==> src/rtl/div4_restoring_seq_if.sv <==
// Operand/result handshake bundle for the restoring divider.
// The start side carries operands in, the done side carries the
// quotient, remainder and divide-by-zero flag back out.
interface div4_restoring_seq_if #(
    parameter int WIDTH = 4
);
    // Start handshake: operands toward the divider
    logic             START_VALID;
    logic             START_READY;
    logic [WIDTH-1:0] DIVIDEND;
    logic [WIDTH-1:0] DIVISOR;

    // Done handshake: result toward the consumer
    logic             DONE_VALID;
    logic             DONE_READY;
    logic [WIDTH-1:0] Q;
    logic [WIDTH-1:0] R;
    logic             DIV_BY_ZERO;

    // Divider side
    modport slave (
        input  START_VALID,
        input  DIVIDEND,
        input  DIVISOR,
        input  DONE_READY,
        output START_READY,
        output DONE_VALID,
        output Q,
        output R,
        output DIV_BY_ZERO
    );

    // Producer/consumer side
    modport master (
        output START_VALID,
        output DIVIDEND,
        output DIVISOR,
        output DONE_READY,
        input  START_READY,
        input  DONE_VALID,
        input  Q,
        input  R,
        input  DIV_BY_ZERO
    );
endinterface

==> src/rtl/div4_restoring_seq.sv <==
// Multi-cycle unsigned restoring divider, one quotient bit per clock.
// Each RUN cycle shifts the next dividend bit into a WIDTH+1-bit partial
// remainder, tries to subtract the divisor and keeps the difference only
// when the subtraction does not borrow. A zero divisor skips RUN and
// reports all-ones quotient with the dividend as remainder.
// All outputs come straight from flops so the consumer sees clean values.
module div4_restoring_seq #(
    parameter int WIDTH = 4
) (
    input  logic                  CLK,
    input  logic                  ASYNCRESET,
    div4_restoring_seq_if.slave   bus
);

    localparam int CW = (WIDTH > 2) ? $clog2(WIDTH) : 1;
    localparam logic [CW-1:0] CNT_ZERO = CW'(1'b0);
    localparam logic [CW-1:0] CNT_ONE  = CW'(1'b1);
    localparam logic [CW-1:0] CNT_LAST = CW'(WIDTH - 1);

    typedef enum logic [1:0] {
        ST_IDLE = 2'd0,
        ST_RUN  = 2'd1,
        ST_DONE = 2'd2
    } state_t;

    // WIDTH+1-bit subtract with borrow-in; the extra top bit of the
    // result is the borrow out, set when b + bin exceeds a.
    function automatic logic [WIDTH+1:0] trial_sub(
        input logic [WIDTH:0] a,
        input logic [WIDTH:0] b,
        input logic           bin
    );
        logic [WIDTH+1:0] ext_a;
        logic [WIDTH+1:0] ext_b;
        logic [WIDTH+1:0] ext_c;
        ext_a = {1'b0, a};
        ext_b = {1'b0, b};
        ext_c = {{(WIDTH+1){1'b0}}, bin};
        return ext_a - ext_b - ext_c;
    endfunction

    // Control state
    state_t           r_state;
    state_t           w_state_nxt;
    logic [CW-1:0]    r_cnt;
    logic [CW-1:0]    w_cnt_nxt;

    // Datapath state
    logic [WIDTH-1:0] r_dividend_sh;
    logic [WIDTH-1:0] w_dividend_nxt;
    logic [WIDTH-1:0] r_divisor;
    logic [WIDTH-1:0] w_divisor_nxt;
    logic [WIDTH:0]   r_p;
    logic [WIDTH:0]   w_p_nxt;
    logic [WIDTH-1:0] r_quot;
    logic [WIDTH-1:0] w_quot_nxt;

    // Registered result and handshake outputs
    logic [WIDTH-1:0] r_q;
    logic [WIDTH-1:0] w_q_nxt;
    logic [WIDTH-1:0] r_r;
    logic [WIDTH-1:0] w_r_nxt;
    logic             r_dbz;
    logic             w_dbz_nxt;
    logic             r_done_valid;
    logic             r_start_ready;

    // One restoring step
    logic [WIDTH:0]   w_s;
    logic [WIDTH+1:0] w_sub;
    logic             w_borrow;
    logic [WIDTH:0]   w_step_p;
    logic [WIDTH-1:0] w_step_quot;

    // Handshakes; the ready/valid flops are only set in their own states
    logic             w_start_hs;
    logic             w_done_hs;

    assign w_start_hs = bus.START_VALID & r_start_ready;
    assign w_done_hs  = bus.DONE_READY  & r_done_valid;

    // Trial subtraction of the divisor from the shifted partial remainder
    always_comb begin
        w_s         = {r_p[WIDTH-1:0], r_dividend_sh[WIDTH-1]};
        w_sub       = trial_sub(w_s, {1'b0, r_divisor}, 1'b0);
        w_borrow    = w_sub[WIDTH+1];
        if (w_borrow) begin
            w_step_p = w_s;
        end else begin
            w_step_p = w_sub[WIDTH:0];
        end
        w_step_quot = {r_quot[WIDTH-2:0], ~w_borrow};
    end

    // Next-state and next-datapath decode for the IDLE/RUN/DONE sequence
    always_comb begin
        w_state_nxt    = r_state;
        w_cnt_nxt      = r_cnt;
        w_dividend_nxt = r_dividend_sh;
        w_divisor_nxt  = r_divisor;
        w_p_nxt        = r_p;
        w_quot_nxt     = r_quot;
        w_q_nxt        = r_q;
        w_r_nxt        = r_r;
        w_dbz_nxt      = r_dbz;

        case (r_state)
            ST_IDLE: begin
                if (w_start_hs) begin
                    w_dividend_nxt = bus.DIVIDEND;
                    w_divisor_nxt  = bus.DIVISOR;
                    w_p_nxt        = {(WIDTH+1){1'b0}};
                    w_quot_nxt     = {WIDTH{1'b0}};
                    w_cnt_nxt      = CNT_ZERO;
                    if (bus.DIVISOR == {WIDTH{1'b0}}) begin
                        // No iteration needed; the result is fixed
                        w_q_nxt     = {WIDTH{1'b1}};
                        w_r_nxt     = bus.DIVIDEND;
                        w_dbz_nxt   = 1'b1;
                        w_state_nxt = ST_DONE;
                    end else begin
                        w_dbz_nxt   = 1'b0;
                        w_state_nxt = ST_RUN;
                    end
                end else begin
                    w_state_nxt = ST_IDLE;
                end
            end

            ST_RUN: begin
                w_p_nxt        = w_step_p;
                w_quot_nxt     = w_step_quot;
                w_dividend_nxt = {r_dividend_sh[WIDTH-2:0], 1'b0};
                if (r_cnt == CNT_LAST) begin
                    // Last bit resolved: publish the result
                    w_q_nxt     = w_step_quot;
                    w_r_nxt     = w_step_p[WIDTH-1:0];
                    w_cnt_nxt   = CNT_ZERO;
                    w_state_nxt = ST_DONE;
                end else begin
                    w_cnt_nxt   = r_cnt + CNT_ONE;
                    w_state_nxt = ST_RUN;
                end
            end

            ST_DONE: begin
                // Results frozen; new operands wait for the next IDLE
                if (w_done_hs) begin
                    w_state_nxt = ST_IDLE;
                end else begin
                    w_state_nxt = ST_DONE;
                end
            end

            default: begin
                w_state_nxt = ST_IDLE;
                w_cnt_nxt   = CNT_ZERO;
            end
        endcase
    end

    // State and step counter registers
    always_ff @(posedge CLK or posedge ASYNCRESET) begin
        if (ASYNCRESET) begin
            r_state <= ST_IDLE;
            r_cnt   <= CNT_ZERO;
        end else begin
            r_state <= w_state_nxt;
            r_cnt   <= w_cnt_nxt;
        end
    end

    // Dividend shifter, divisor, partial remainder and quotient registers
    always_ff @(posedge CLK or posedge ASYNCRESET) begin
        if (ASYNCRESET) begin
            r_dividend_sh <= {WIDTH{1'b0}};
            r_divisor     <= {WIDTH{1'b0}};
            r_p           <= {(WIDTH+1){1'b0}};
            r_quot        <= {WIDTH{1'b0}};
        end else begin
            r_dividend_sh <= w_dividend_nxt;
            r_divisor     <= w_divisor_nxt;
            r_p           <= w_p_nxt;
            r_quot        <= w_quot_nxt;
        end
    end

    // Result and handshake output registers, decoded from the next state
    always_ff @(posedge CLK or posedge ASYNCRESET) begin
        if (ASYNCRESET) begin
            r_q           <= {WIDTH{1'b0}};
            r_r           <= {WIDTH{1'b0}};
            r_dbz         <= 1'b0;
            r_done_valid  <= 1'b0;
            r_start_ready <= 1'b1;
        end else begin
            r_q           <= w_q_nxt;
            r_r           <= w_r_nxt;
            r_dbz         <= w_dbz_nxt;
            r_done_valid  <= (w_state_nxt == ST_DONE);
            r_start_ready <= (w_state_nxt == ST_IDLE);
        end
    end

    assign bus.START_READY = r_start_ready;
    assign bus.DONE_VALID  = r_done_valid;
    assign bus.Q           = r_q;
    assign bus.R           = r_r;
    assign bus.DIV_BY_ZERO = r_dbz;

endmodule

==> src/flat_wrapper.sv <==
// flat-port wrapper written by rule: the top's interface ports become plain ports
module div4_restoring_seq_flat 
#(
    parameter int WIDTH = 4
)
  (CLK, ASYNCRESET, bus_START_VALID, bus_DIVIDEND, bus_DIVISOR, bus_DONE_READY, bus_START_READY, bus_DONE_VALID, bus_Q, bus_R, bus_DIV_BY_ZERO);
  div4_restoring_seq_if #(.WIDTH(WIDTH)) bus_i ();
  input  logic CLK;
  input  logic ASYNCRESET;
  input wire logic [$bits(bus_i.START_VALID)-1:0] bus_START_VALID;
  input wire logic [$bits(bus_i.DIVIDEND)-1:0] bus_DIVIDEND;
  input wire logic [$bits(bus_i.DIVISOR)-1:0] bus_DIVISOR;
  input wire logic [$bits(bus_i.DONE_READY)-1:0] bus_DONE_READY;
  output wire logic [$bits(bus_i.START_READY)-1:0] bus_START_READY;
  output wire logic [$bits(bus_i.DONE_VALID)-1:0] bus_DONE_VALID;
  output wire logic [$bits(bus_i.Q)-1:0] bus_Q;
  output wire logic [$bits(bus_i.R)-1:0] bus_R;
  output wire logic [$bits(bus_i.DIV_BY_ZERO)-1:0] bus_DIV_BY_ZERO;
  assign bus_i.START_VALID = bus_START_VALID;
  assign bus_i.DIVIDEND = bus_DIVIDEND;
  assign bus_i.DIVISOR = bus_DIVISOR;
  assign bus_i.DONE_READY = bus_DONE_READY;
  assign bus_START_READY = bus_i.START_READY;
  assign bus_DONE_VALID = bus_i.DONE_VALID;
  assign bus_Q = bus_i.Q;
  assign bus_R = bus_i.R;
  assign bus_DIV_BY_ZERO = bus_i.DIV_BY_ZERO;
  div4_restoring_seq #(.WIDTH(WIDTH)) u_core (.CLK(CLK), .ASYNCRESET(ASYNCRESET), .bus(bus_i));
endmodule
==> config.mk <==
export PLATFORM = sky130hd
export DESIGN_NAME = div4_restoring_seq_flat
export DESIGN_NICKNAME = d
export VERILOG_FILES = /design/src/rtl/div4_restoring_seq_if.sv /design/src/rtl/div4_restoring_seq.sv /design/src/flat_wrapper.sv
export SDC_FILE = /design/constraint.sdc
export NUM_CORES = 1
export LEC_CHECK = 0
export ABC_CLOCK_PERIOD_IN_PS = 3500
export BUFFER_PORTS_ARGS = -buffer_cell sky130_fd_sc_hd__buf_4
export CORE_MARGIN = 4
export CORE_UTILIZATION = 55
export CTS_CLUSTER_SIZE = 28
export DETAILED_ROUTE_END_ITERATION = 16
export GPL_TIMING_DRIVEN = 0
export PLACE_DENSITY = 0.78
export SKIP_LAST_GASP = 1
export SLEW_MARGIN = 10
export SYNTH_ARGS = -nofsm -noshare
export SYNTH_HDL_FRONTEND = slang
export SYNTH_SLANG_ARGS = --single-unit
==> constraint.sdc <==
create_clock -name CLK -period 3.5 [get_ports CLK]
set_input_delay 0.7 -clock CLK [delete_from_list [all_inputs] [get_ports CLK]]
set_output_delay 0.7 -clock CLK [all_outputs]
set_load 0.05 [all_outputs]
==> flow_summary.json, run 1 <==
{
  "status": "finished, final reports clean",
  "place_ws_ns": 1.50,
  "cp-end-kind": "flip-flop",
  "crit_fanout": 5,
  "grt_pass1_wl_um": 5180,
  "drc": 0,
  "worst_pin_slew_ns": 1.03,
  "fp.coreArea_sq_um": 2500,
  "synth_cell_types": 38,
  "reg2regPathDepth": 6,
  "cp.depth": 6,
  "regArea_sq_um": 752,
  "drive_above_1_share": 0.260,
  "fin_crit_sh": 0.568,
  "cp.arrival_ns": 2.25,
  "hp-class": "input port to async pin",
  "clk_latency_ns": 0.34,
  "rr_endpoint": "u_core.bus.R[1]",
  "ys_ff_latch": 30,
  "use_met1": 0.251,
  "path_delay_family": "compound AO/OA/AOI/OAI gates",
  "r2r_start": "u_core.r_p[0]",
  "netlist_top_cells_area": "dfrtp_1 50%, nand2_1 8.0%, ha_1 4.3%, nor2_1 3.6%, a31oi_1 2.2%",
  "grt_pass1_vias": 1178,
  "vias_per_cell": 5.61,
  "hold_buffers": 0,
  "setup_tns_ns": 0,
  "area_growth_pct": 17.5,
  "dpl.cell_count": 195,
  "fp.dieH_um": 59.3,
  "cp-start-kind": "flip-flop",
  "clockBufferDepth": 2,
  "antenna_found_initial": 0,
  "critPathRequiredTime_ns": 3.76,
  "fin_worst_skew_ns": 0.0182,
  "setup_ws_ns": 1.51,
  "ant_nets": 0,
  "max_freq_mhz": 503,
  "cts_setup_buffers": 0,
  "synth_warnings": 0,
  "hold_ws_ns": 0.479,
  "irDropWorstVdd_uv": 759,
  "syn_nets": 161,
  "finalNetCount": 190,
  "max-cap-violations": 0,
  "port_buffers": 22,
  "grt_setup_unrepaired": "false",
  "hpwl_um": 2210,
  "reg2reg_slack_ns": 1.51,
  "vias": 1139,
  "h-tree-depth": 2,
  "finalMaxSlewViolations": 0,
  "io_pins": 23,
  "place_congestion": 0.820,
  "drt_pass1_iterations": 4,
  "grt_max_degree": 31,
  "synth_top_cell_by_area": "dfrtp_1",
  "grt_util_met2": 0.314,
  "wl_per_cell_um": 14.4,
  "cts_num_sinks": 30,
  "critical_path_buf_inv_count": 0,
  "numCtsBuffers": 5,
  "pwr_density_cell_nw_per_um2": 1070,
  "multi_input_area_sq_um": 632,
  "antenna_cells": 0,
  "busiest_layer": "met2",
  "crit_chain": "ha_1, nor2b_1, o31a_1, nor3_4, mux2_4, a31oi_1",
  "netlist_area_sq_um": 1450,
  "grtUsageMet3": 0.0632,
  "die_width_um": 59.3,
  "nFillCells": 182,
  "netlist.area_leader.share": 0.501,
  "setup_viol": 0,
  "total_power_mw": 1.83,
  "grt-ovfl-total": 0,
  "seq_area_frac_synth": 0.519,
  "die-area_sq_um": 3520,
  "cts.clk_slew.worst_paths_ns": 0.11,
  "power.leakage_nw": 0.803,
  "wl_um": 2930,
  "avgSynthCellArea_sq_um": 10.1,
  "cts_tree": "yes",
  "worstSetupStartpoint": "u_core.r_p[0]",
  "start_util": 0.580,
  "stdcell_count": 203,
  "netlist_instances": 143,
  "rows": 18,
  "crit_slowest_cell": "dfrtp_1",
  "slew_headroom": 0.308,
  "finalCriticalPeriod_ns": 1.99,
  "track_usage": 0.201,
  "clk_root_buffer_cell": "clkbuf_4",
  "hold_viol": 0,
  "critPathMaxStageDelay_ns": 0.44,
  "worst-setup-path-type": "flip-flop to flip-flop",
  "ctsResizeCount": 0,
  "detail_route.iter0.violations": 39
}
==> where the power goes <==
part           total, mW  switching (mW)  internal, mW
clock network      0.195           0.118        0.0763
logic               1.02           0.635         0.389
registers          0.610           0.102         0.508
total               1.83           0.855         0.974
==> stage by stage <==
stage                util  area, sq um
floorplan               -         1450
global placement    0.661         1650
detailed placement  0.661         1650
CTS                 0.681         1700
global route        0.681         1700
finish              0.681         1700
==> cells in the mapped netlist <==
library cell,n
o21a_1,2
a41oi_2,1
a21oi_1,5
nand2_1,31
o31ai_1,1
ha_1,5
a221o_1,3
nor2_2,1
nor3_1,1
a22o_1,1
dfstp_2,1
or4_1,1
a22oi_1,2
clkbuf_1,1
mux2_2,2
buf_2,3
nor3_4,1
buf_6,1
or3_1,1
nor2b_1,2
a31oi_1,5
o31a_1,1
xor2_1,1
a211oi_1,1
o21ai_0,5
o22ai_1,1
mux2_4,2
and4bb_2,1
nand3_1,3
clkbuf_2,1
o21ai_1,1
nand2_2,1
dfrtp_1,29
nor2_1,14
nor4_4,1
o311ai_1,1
inv_1,8
fa_1,1
==> logic make-up (layout without fill, tap and decap cells) <==
| kind of cell | after synthesis | in the layout | share of synthesized area |
|---|---|---|---|
| simple gates | 58 | 58 | 0.192 |
| compound gates | 30 | 30 | 0.145 |
| flops | 30 | 30 | 0.519 |
| buf+inv | 14 | 44 | 0.0449 |
| fa+ha+maj | 6 | 6 | 0.0570 |
| mux | 4 | 4 | 0.0363 |
| xor+xnor | 1 | 1 | 0.00605 |
==> layer usage <==
metal  vias to the layer above  wire length [um]  part of all wire
li1                        556                 -                 -
met1                       536              1310              0.45
met2                        40              1350              0.46
met3                         7               214             0.073
met4                         0                53             0.018
met5                         -                 0                 0
==> how the worst max path moves through the flow <==
| stage | to |
|---|---|
| 4_1_cts | u_core.bus.R[1] |
| 5_1_grt | u_core.bus.R[2] |
| 3_5_place_dp | u_core.bus.R[1] |
| 2_1_floorplan | u_core.bus.R[1] |
| 3_3_place_gp | u_core.bus.R[1] |
| 6_report | u_core.bus.R[1] |
==> state kept, by name, indices dropped and copies added, names as in the netlist <==
name and flops:
u_core.r_p 4, u_core.r_state 2, u_core.r_dividend_sh 4, u_core.r_quot 3
u_core.r_divisor 4, u_core.r_cnt 2, u_core.bus.DIV_BY_ZERO 1, u_core.bus.DONE_VALID 1
u_core.bus.R 4, u_core.bus.START_READY 1, u_core.bus.Q 4
==> cell usage in the layout, fill, tap and decap left out, drive strengths merged, types with 2 or more instances in the layout <==
cell type | synthesis | layout
a31oi | 5 | 5
buf | 4 | 26
ha | 5 | 5
o21a | 2 | 2
o21ai | 6 | 6
a22oi | 2 | 2
dfrtp | 29 | 29
clkinv | 0 | 3
nand2 | 32 | 32
a21oi | 5 | 5
inv | 8 | 7
nor2 | 15 | 15
mux2 | 4 | 4
nor3 | 2 | 2
a221o | 3 | 3
nand3 | 3 | 3
clkbuf | 2 | 8
nor2b | 2 | 2
==> area by class of cell <==
cell class / instances / area share
Tap cell: 30 / 0.0220
Sequential cell: 30 / 0.442
Clock inverter: 2 / 0.00588
Timing Repair Buffer: 22 / 0.0970
Inverter: 8 / 0.0176
Multi-Input combinational cell: 99 / 0.371
Buffer: 6 / 0.0206
Clock buffer: 6 / 0.0242
Note: power is estimated with default switching activity, not from simulation.
==> inputs of run 2 (changes only) <==
--- a/config.mk
+++ b/config.mk
@@ -5,7 +5,7 @@
 export SDC_FILE = /design/constraint.sdc
 export NUM_CORES = 1
 export LEC_CHECK = 0
-export ABC_CLOCK_PERIOD_IN_PS = 3500
+export ABC_CLOCK_PERIOD_IN_PS = 2000
 export BUFFER_PORTS_ARGS = -buffer_cell sky130_fd_sc_hd__buf_4
 export CORE_MARGIN = 4
 export CORE_UTILIZATION = 55
==> constraint.sdc (replaced) <==
create_clock -name CLK -period 2 [get_ports CLK]
set_input_delay 0.4 -clock CLK [delete_from_list [all_inputs] [get_ports CLK]]
set_output_delay 0.4 -clock CLK [all_outputs]
set_load 0.05 [all_outputs]
==> run 2 against run 1 <==
Net effect: combinational power rose by 83%; hold slack worse by 0.30 ns; utilization rose by 0.60 points; clock-buffer cell count did not move; largest cell class unchanged; highest routed layer unchanged.
==> flow_summary.json, run 2 (same netlist as run 1, synthesis figures left out) <==
{
  "crit_slowest_cell": "dfrtp_1",
  "track_usage": 0.209,
  "setup_viol": 0,
  "start_util": 0.580,
  "port_buffers": 22,
  "r2r_start": "u_core.r_divisor[1]",
  "nFillCells": 185,
  "stdcell_count": 205,
  "hold_viol": 0,
  "irDropWorstVdd_uv": 1350,
  "vias": 1142,
  "fin_worst_skew_ns": 0.0182,
  "slew_headroom": 0.306,
  "reg2reg_slack_ns": 0.10,
  "fp.dieH_um": 59.3,
  "max_freq_mhz": 527,
  "place_ws_ns": 0.00116,
  "max-cap-violations": 0,
  "clk_latency_ns": 0.34,
  "cts.clk_slew.worst_paths_ns": 0.11,
  "pwr_density_cell_nw_per_um2": 1910,
  "grt_pass1_wl_um": 5360,
  "critPathRequiredTime_ns": 2.26,
  "power.leakage_nw": 0.812,
  "fin_crit_sh": 0.948,
  "grt-ovfl-total": 0,
  "final_cell_mix": "31 x nand2_1, 29 x dfrtp_1, 24 x buf_4",
  "vias_per_cell": 5.57,
  "die_width_um": 59.3,
  "fp.coreArea_sq_um": 2500,
  "drc": 0,
  "cp-start-kind": "flip-flop",
  "crit_fanout": 3,
  "reg2regPathDepth": 7,
  "status": "finished, final reports clean",
  "cts_num_sinks": 30,
  "drt_pass1_iterations": 4,
  "rows": 18,
  "place_congestion": 0.820,
  "crit_chain": "inv_2, ha_1, nor2b_1, o31a_1, nor3_4, mux2_4, a31oi_1",
  "grt_max_degree": 31,
  "grt_pass1_vias": 1189,
  "finalCriticalPeriod_ns": 1.90,
  "area_growth_pct": 18.6,
  "clockBufferDepth": 2,
  "wl_um": 3060,
  "clk_root_buffer_cell": "clkbuf_4",
  "hpwl_um": 2210,
  "ant_nets": 0,
  "multi_input_area_sq_um": 632,
  "worst-setup-path-type": "flip-flop to flip-flop",
  "drive_above_1_share": 0.274,
  "antenna_found_initial": 0,
  "regArea_sq_um": 752,
  "worst_pin_slew_ns": 1.03,
  "critPathMaxStageDelay_ns": 0.39,
  "numCtsBuffers": 5,
  "cp-end-kind": "flip-flop",
  "cts_tree": "yes",
  "grt_setup_unrepaired": "false",
  "io_pins": 23,
  "wl_per_cell_um": 14.9,
  "setup_ws_ns": 0.104,
  "hp-class": "input port to async pin",
  "h-tree-depth": 2,
  "detail_route.iter0.violations": 37,
  "die-area_sq_um": 3520,
  "finalMaxSlewViolations": 0,
  "finalNetCount": 192,
  "rr_endpoint": "u_core.bus.R[1]",
  "final_common_cell": "nand2_1",
  "antenna_cells": 0,
  "cp.arrival_ns": 2.16,
  "setup_tns_ns": 0,
  "dpl.cell_count": 195
}
==> run 2: cell types whose count changed in the layout (fill, tap and decap cells not counted) <==
cell / change
inv_1: -1
buf_4: +2
inv_2: +1
==> run 2: final cells by class <==
cell class              count  share of cell area
repair buffers             24               0.105
inverters                   8              0.0175
clock buffers               6              0.0240
multi-input cells          99               0.368
plain buffers               6              0.0204
flip-flops and latches     30               0.438
clock inverters             2             0.00583
well taps                  30              0.0218
==> run 2: routing by layer <==
metal / GRT usage / vias up / part of all wire
li1: - / 558 / -
met1: 0.265 / 544 / 0.45
met2: 0.329 / 34 / 0.47
met3: 0.0632 / 6 / 0.063
met4: 0.0906 / 0 / 0.017
met5: 0 / - / 0
==> run 2: what timing repair did <==
item | CTS | global route
resized for setup | 0 | 1
buffers inserted | 2 | 0
setup endpoints to repair | 1 | 3
pin swaps | 1 | 2
hold buffers | 0 | 0
endpoints found under the hold margin | 0 | 0
==> run 2: through the flow <==
step | utilization | area [sq um] | hold WS, ns | total power, mW
final | 0.687 | 1720 | 0.177 | 3.28
after global routing | 0.687 | 1720 | 0.242 | 3.53
after CTS | 0.687 | 1720 | 0.276 | 3.26
after detailed placement | 0.661 | 1650 | 0.481 | 2.87
after global placement | 0.661 | 1650 | 0.468 | 2.80
after floorplan | - | 1450 | 0.446 | 2.42
==> run 2: how the worst max path moves through the flow <==
stage | slack, ns | endpoint | from | cells past startpoint
finish | 0.10 | u_core.bus.R[1] | u_core.r_divisor[1] | 7
global route | 0.009 | u_core.bus.R[2] | u_core.r_dividend_sh[3] | 8
CTS | 0.006 | u_core.bus.R[1] | u_core.r_divisor[1] | 7
detailed placement | 0.001 | u_core.bus.R[1] | u_core.r_p[0] | 6
global placement | 0.05 | u_core.bus.R[1] | u_core.r_p[0] | 6
floorplan | 0.16 | u_core.bus.R[1] | u_core.r_p[0] | 6
==> run 2: power by group <==
group / total (mW) / internal (mW) / switching [mW]
logic: 1.87 / 0.718 / 1.15
clock network: 0.347 / 0.134 / 0.213
registers: 1.07 / 0.890 / 0.176
total: 3.28 / 1.74 / 1.54
==> run 2: worst max-delay path: cells and delay by family (launching register included) <==
kind,cells,cell delay (ns)
fa+ha+maj,1,0.22
flops,1,0.39
compound gates,2,0.46
mux,1,0.34
simple gates,2,0.34
buf+inv,1,0.08
